### src/rtl/cpu_ctrl_pkg.sv
// Shared types for the pipeline hazard controller: FSM state, XZR index, stage-control bundle.
// Pure declarations; no logic, no latency.
package cpu_ctrl_pkg;

  typedef enum logic {RUN = 1'b0, MULTI = 1'b1} hz_state_t;

  localparam logic [4:0] XZR = 5'd31;

  typedef struct packed {
    logic pc_en;
    logic ifid_en;
    logic idex_en;
    logic exmem_en;
    logic memwb_en;
    logic ifid_flush;
    logic idex_flush;
    logic exmem_flush;
    logic memwb_flush;
  } stage_ctrl_t;

  localparam stage_ctrl_t CTRL_RUN = '{
    pc_en: 1'b1, ifid_en: 1'b1, idex_en: 1'b1, exmem_en: 1'b1, memwb_en: 1'b1,
    ifid_flush: 1'b0, idex_flush: 1'b0, exmem_flush: 1'b0, memwb_flush: 1'b0
  };

endpackage

### src/rtl/hazard_detect.sv
// Load-use compare between the ID sources and a load in EX; purely combinational, zero latency.
// XZR as destination never matches.
module hazard_detect
  import cpu_ctrl_pkg::*;
(
  input  logic [4:0] id_rs1,
  input  logic [4:0] id_rs2,
  input  logic       id_use1,
  input  logic       id_use2,
  input  logic [4:0] ex_rd,
  input  logic       ex_mem_read,
  output logic       load_use_hit
);

  logic rs1_hit;
  logic rs2_hit;

  assign rs1_hit      = id_use1 && (id_rs1 == ex_rd);
  assign rs2_hit      = id_use2 && (id_rs2 == ex_rd);
  assign load_use_hit = ex_mem_read && (ex_rd != XZR) && (rs1_hit || rs2_hit);

endmodule

### src/rtl/pipe_hazard_ctrl.sv
// Stall/flush sequencer for the 5-stage pipeline; controls are same-cycle combinational,
// mem_busy freezes everything upstream of MEM/WB and defers all other events.
module pipe_hazard_ctrl
  import cpu_ctrl_pkg::*;
#(
  parameter int MULTI_LAT = 4,
  parameter int CNT_W     = 32
) (
  input  logic             clk,
  input  logic             reset,
  input  logic [4:0]       id_rs1,
  input  logic [4:0]       id_rs2,
  input  logic             id_use1,
  input  logic             id_use2,
  input  logic [4:0]       ex_rd,
  input  logic             ex_mem_read,
  input  logic             ex_multi_start,
  input  logic             ex_branch_taken,
  input  logic             mem_busy,
  output logic             pc_en,
  output logic             ifid_en,
  output logic             idex_en,
  output logic             exmem_en,
  output logic             memwb_en,
  output logic             ifid_flush,
  output logic             idex_flush,
  output logic             exmem_flush,
  output logic             memwb_flush,
  output logic [CNT_W-1:0] stall_cycles
);

  localparam logic [3:0] CNT_LOAD = 4'(MULTI_LAT - 2);

  hz_state_t   state;
  hz_state_t   state_nxt;
  logic [3:0]  cnt;
  logic [3:0]  cnt_nxt;
  logic        load_use_hit;
  stage_ctrl_t ctrl;

  hazard_detect u_hazard_detect (
    .id_rs1       (id_rs1),
    .id_rs2       (id_rs2),
    .id_use1      (id_use1),
    .id_use2      (id_use2),
    .ex_rd        (ex_rd),
    .ex_mem_read  (ex_mem_read),
    .load_use_hit (load_use_hit)
  );

  always_comb begin
    ctrl      = CTRL_RUN;
    state_nxt = state;
    cnt_nxt   = cnt;
    if (reset) begin
      state_nxt = RUN;
      cnt_nxt   = '0;
    end else if (mem_busy) begin
      // EX is frozen, so deferred branch/multi/load-use inputs are still valid after release
      ctrl.pc_en       = 1'b0;
      ctrl.ifid_en     = 1'b0;
      ctrl.idex_en     = 1'b0;
      ctrl.exmem_en    = 1'b0;
      ctrl.memwb_flush = 1'b1;
    end else if (state == MULTI) begin
      if (cnt != 4'd0) begin
        ctrl.pc_en       = 1'b0;
        ctrl.ifid_en     = 1'b0;
        ctrl.idex_en     = 1'b0;
        ctrl.exmem_flush = 1'b1;
        cnt_nxt          = cnt - 4'd1;
      end else begin
        state_nxt = RUN;
      end
    end else if (ex_branch_taken) begin
      ctrl.ifid_flush = 1'b1;
      ctrl.idex_flush = 1'b1;
    end else if (ex_multi_start) begin
      ctrl.pc_en       = 1'b0;
      ctrl.ifid_en     = 1'b0;
      ctrl.idex_en     = 1'b0;
      ctrl.exmem_flush = 1'b1;
      state_nxt        = MULTI;
      cnt_nxt          = CNT_LOAD;
    end else if (load_use_hit) begin
      ctrl.pc_en      = 1'b0;
      ctrl.ifid_en    = 1'b0;
      ctrl.idex_flush = 1'b1;
    end
  end

  always_ff @(posedge clk) begin
    if (reset) begin
      state        <= RUN;
      cnt          <= '0;
      stall_cycles <= '0;
    end else begin
      state <= state_nxt;
      cnt   <= cnt_nxt;
      if (!ctrl.pc_en && (stall_cycles != {CNT_W{1'b1}})) begin
        stall_cycles <= stall_cycles + 1'b1;
      end
    end
  end

  assign pc_en       = ctrl.pc_en;
  assign ifid_en     = ctrl.ifid_en;
  assign idex_en     = ctrl.idex_en;
  assign exmem_en    = ctrl.exmem_en;
  assign memwb_en    = ctrl.memwb_en;
  assign ifid_flush  = ctrl.ifid_flush;
  assign idex_flush  = ctrl.idex_flush;
  assign exmem_flush = ctrl.exmem_flush;
  assign memwb_flush = ctrl.memwb_flush;

endmodule

### config.mk
export PLATFORM = sky130hd
export DESIGN_NAME = pipe_hazard_ctrl
export DESIGN_NICKNAME = d
export VERILOG_FILES = /design/src/rtl/cpu_ctrl_pkg.sv /design/src/rtl/hazard_detect.sv /design/src/rtl/pipe_hazard_ctrl.sv
export SDC_FILE = /design/constraint.sdc
export NUM_CORES = 1
export LEC_CHECK = 0
export BUFFER_PORTS_ARGS = -buffer_cell sky130_fd_sc_hd__buf_4
export CORE_ASPECT_RATIO = 1.5
export CORE_UTILIZATION = 52
export CTS_CLUSTER_SIZE = 25
export DETAILED_ROUTE_END_ITERATION = 12
export PLACE_DENSITY = 0.8
export SLEW_MARGIN = 15
export SYNTH_ARGS = -nofsm -noshare
export SYNTH_HDL_FRONTEND = slang
export SYNTH_SLANG_ARGS = --single-unit
### constraint.sdc
create_clock -name clk -period 3.6 [get_ports clk]
set_input_delay 0.18 -clock clk [delete_from_list [all_inputs] [get_ports clk]]
set_output_delay 0.18 -clock clk [all_outputs]
set_load 0.005 [all_outputs]
==> flow_summary.toml <==
[clock_network]
cts_root_buf = "clkbuf_8"
cts-resized-gates = 0
clk_pin_slew_worst_paths_ps = 70
clk_latency_ps = 290
h-tree-depth = 2
cts.sinks = 37
post_cts.repair.setup_buffers = 0
clock_path_buffers = 2
hold_buffers = 0
cts_made_buffers = 5
cts_tree = "done"

[power]
ir_drop_mv = 0.318
p_leak_nw = 1.04
finalPower_mw = 0.831
power_density_mw_per_mm2 = 312

[synth]
yosys.area.top_type_share = 0.346
syn_area_sq_mm = 0.00214
synth_flop_cell = "dfxtp_1"
syn-num-nets = 288
yosys_warnings = 0
netlist_top_cells_area = "dfxtp_1 (35%), a21oi_1 (7.5%), xnor2_1 (5.3%), or3_1 (5.0%), o21ai_0 (4.4%)"
synth_edf_count = 0
avgSynthCellArea_sq_um = 8.14
postSynthCellCount = 263
seq_area_frac_synth = 0.346
yosys_register_bits = 37
async_reset_ff_frac = 0
ys_types = 46
yosysTopAreaCell = "dfxtp_1"

[critical_path]
worstPathMaxFanout = 14
timing.critical_path.required_ps = 3420
crit_type = "flip-flop to primary output"
rrSetupSlack_ps = 970
reg2reg_depth = 9
r2r-start = "cnt[0]"
r2r_end = "stall_cycles[23]"
crit_path_start_kind = "flip-flop"
cp-end-kind = "primary output"
worst_ep_arrival_time_ps = 2540

[floorplanning]
die_h_microns = 80.6
start_util = 0.541
fp.dieW_microns = 54.4
fp.dieArea_sq_mm = 0.00438
pin_count = 64
rows = 28
fp.coreArea_sq_mm = 0.00396

[sta]
hold_viol = 0
finalSetupViolCount = 0
fmax_ghz = 0.368
slew_headroom = 0.442
drv_slew = 0
fin_crit_ps = 2720
rsz0062_at_grt = "no"
tns_ps = 0
worst_pin_slew_ps = 838
min_period_over_period = 0.755
fin_skew_ps = 6.98

[placed_design]
io_buffers = 62
gp_congestion = 0.838
hpwlAfterDp_mm = 3.78

[worst_hold_path]
min_from = "mem_busy"
holdPathEnd = "state"
hp-class = "input port to flip-flop"
min_path_cells = 2

[routing]
antenna_left = 0
dr.pass1.iters = 4
vias = 2141
top_layer = "met4"
route.met3.wl_microns = 258
drt_iter0_drc = 52
drc = 0
wl_per_cell_microns = 14.0
dr_wl_met2_mm = 2.69
viasPerCell = 5.88
wl_met1_mm = 2.05
routed_wirelength_mm = 5.09

[cells_and_area]
areaGrowthSynthToFinish_pct = 24.5
nNetsFinal = 343
layout-drive-gt1-share = 0.276
fill_cells = 346
insertedDiodeCount = 0

[global_route]
first_global_vias = 1890
grt-ovfl-total = 0
grt_pass1_wl_mm = 8.00
grt_max_degree = 46
antenna_found_initial = 0
grt_usage = 0.249

[status]
outcome = "completed"

[run]
drv_cap = 0
-- sequential cells by signal (all words and copies together) (netlist names) --
| signal | flops |
|---|---|
| stall_cycles | 32 |
| cnt | 4 |
| state | 1 |
-- per-stage QoR --
stage               utilization  std cells  setup slack (ps)  cell area (sq um)  hold slack, ps
floorplan                     -        263              1580               2140             273
global placement          0.651        356              1040               2580             407
detailed placement        0.651        356               969               2580             413
CTS                       0.673        364               864               2670             104
global route              0.673        364               650               2670             104
finish                    0.673        364               880               2670             108
-- layout make-up --
type                    instances  area, sq um  area share
multi-input cells             199         1260       0.474
clock buffers                   5         68.8      0.0258
repair buffers                 63          473       0.177
flip-flops and latches         37          741       0.278
inverters                      12         45.0      0.0169
clock inverters                 3         17.5     0.00657
well taps                      45         56.3      0.0211
-- metal layers --
layer  global-route usage  vias to the layer above
met2                0.437                       70
met5                    0                        -
met3               0.0606                        8
met1                0.271                      988
li1                     -                     1075
met4                0.100                        0
-- logic make-up (layout without fill, tap and decap cells) --
logic type	count (synthesis)	in the layout	synth area share
AND/OR/NAND/NOR	111	111	0.319
flip-flops	37	37	0.346
AO/OA/AOI/OAI	67	67	0.181
other	1	1	0.00175
buffers and inverters	27	83	0.0637
XOR/XNOR	14	14	0.0573
multiplexers	4	4	0.0205
adder cells (fa/ha/maj)	2	2	0.0117
-- Yosys cell counts (all sizes together) (4+ instances only) --
cell / n
a21oi: 32
and3: 5
buf: 8
clkbuf: 7
dfxtp: 37
inv: 12
nand2: 15
nand3: 13
nand4: 13
nor2: 20
nor4: 5
o21ai: 20
o31ai: 7
or2: 4
or3: 17
or4: 8
xnor2: 13
-- placed cells by master (no fill, tap or decap), drive strengths merged, types with 2 or more instances in the layout --
cell	count
nor2b	3
o31ai	7
mux2	3
nor3	3
or4	8
nor4	5
nand4	13
nor4b	2
buf	63
a21oi	32
or2	4
or3	17
clkinv	2
o21ai	20
and3	5
clkbuf	5
nand3	13
xnor2	13
nor2	20
ha	2
inv	12
dfxtp	37
nand2	15
o211ai	2
-- where the power goes --
part           internal, mW  switching, mW
registers             0.416        0.00949
clock network         0.134          0.156
logic                0.0540         0.0618
-- critical path, cell delays in order (launching register included) --
cell and delay, ps:
dfxtp_1 330, inv_1 70, ha_1 150, or3b_1 390
a21oi_1 190, nand2_1 120, a21oi_1 660, or2_2 240
buf_4 100
-- worst max path at each step --
stage / startpoint / endpoint / depth (start not counted) / slack (ps)
finish: cnt[0] / pc_en / 8 / 880
floorplan: cnt[0] / stall_cycles[1] / 10 / 1580
CTS: cnt[0] / pc_en / 8 / 860
global placement: cnt[0] / stall_cycles[23] / 9 / 1040
detailed placement: cnt[0] / stall_cycles[23] / 9 / 970
global route: cnt[0] / ifid_en / 8 / 650
Power figures use the tool's default switching activity.
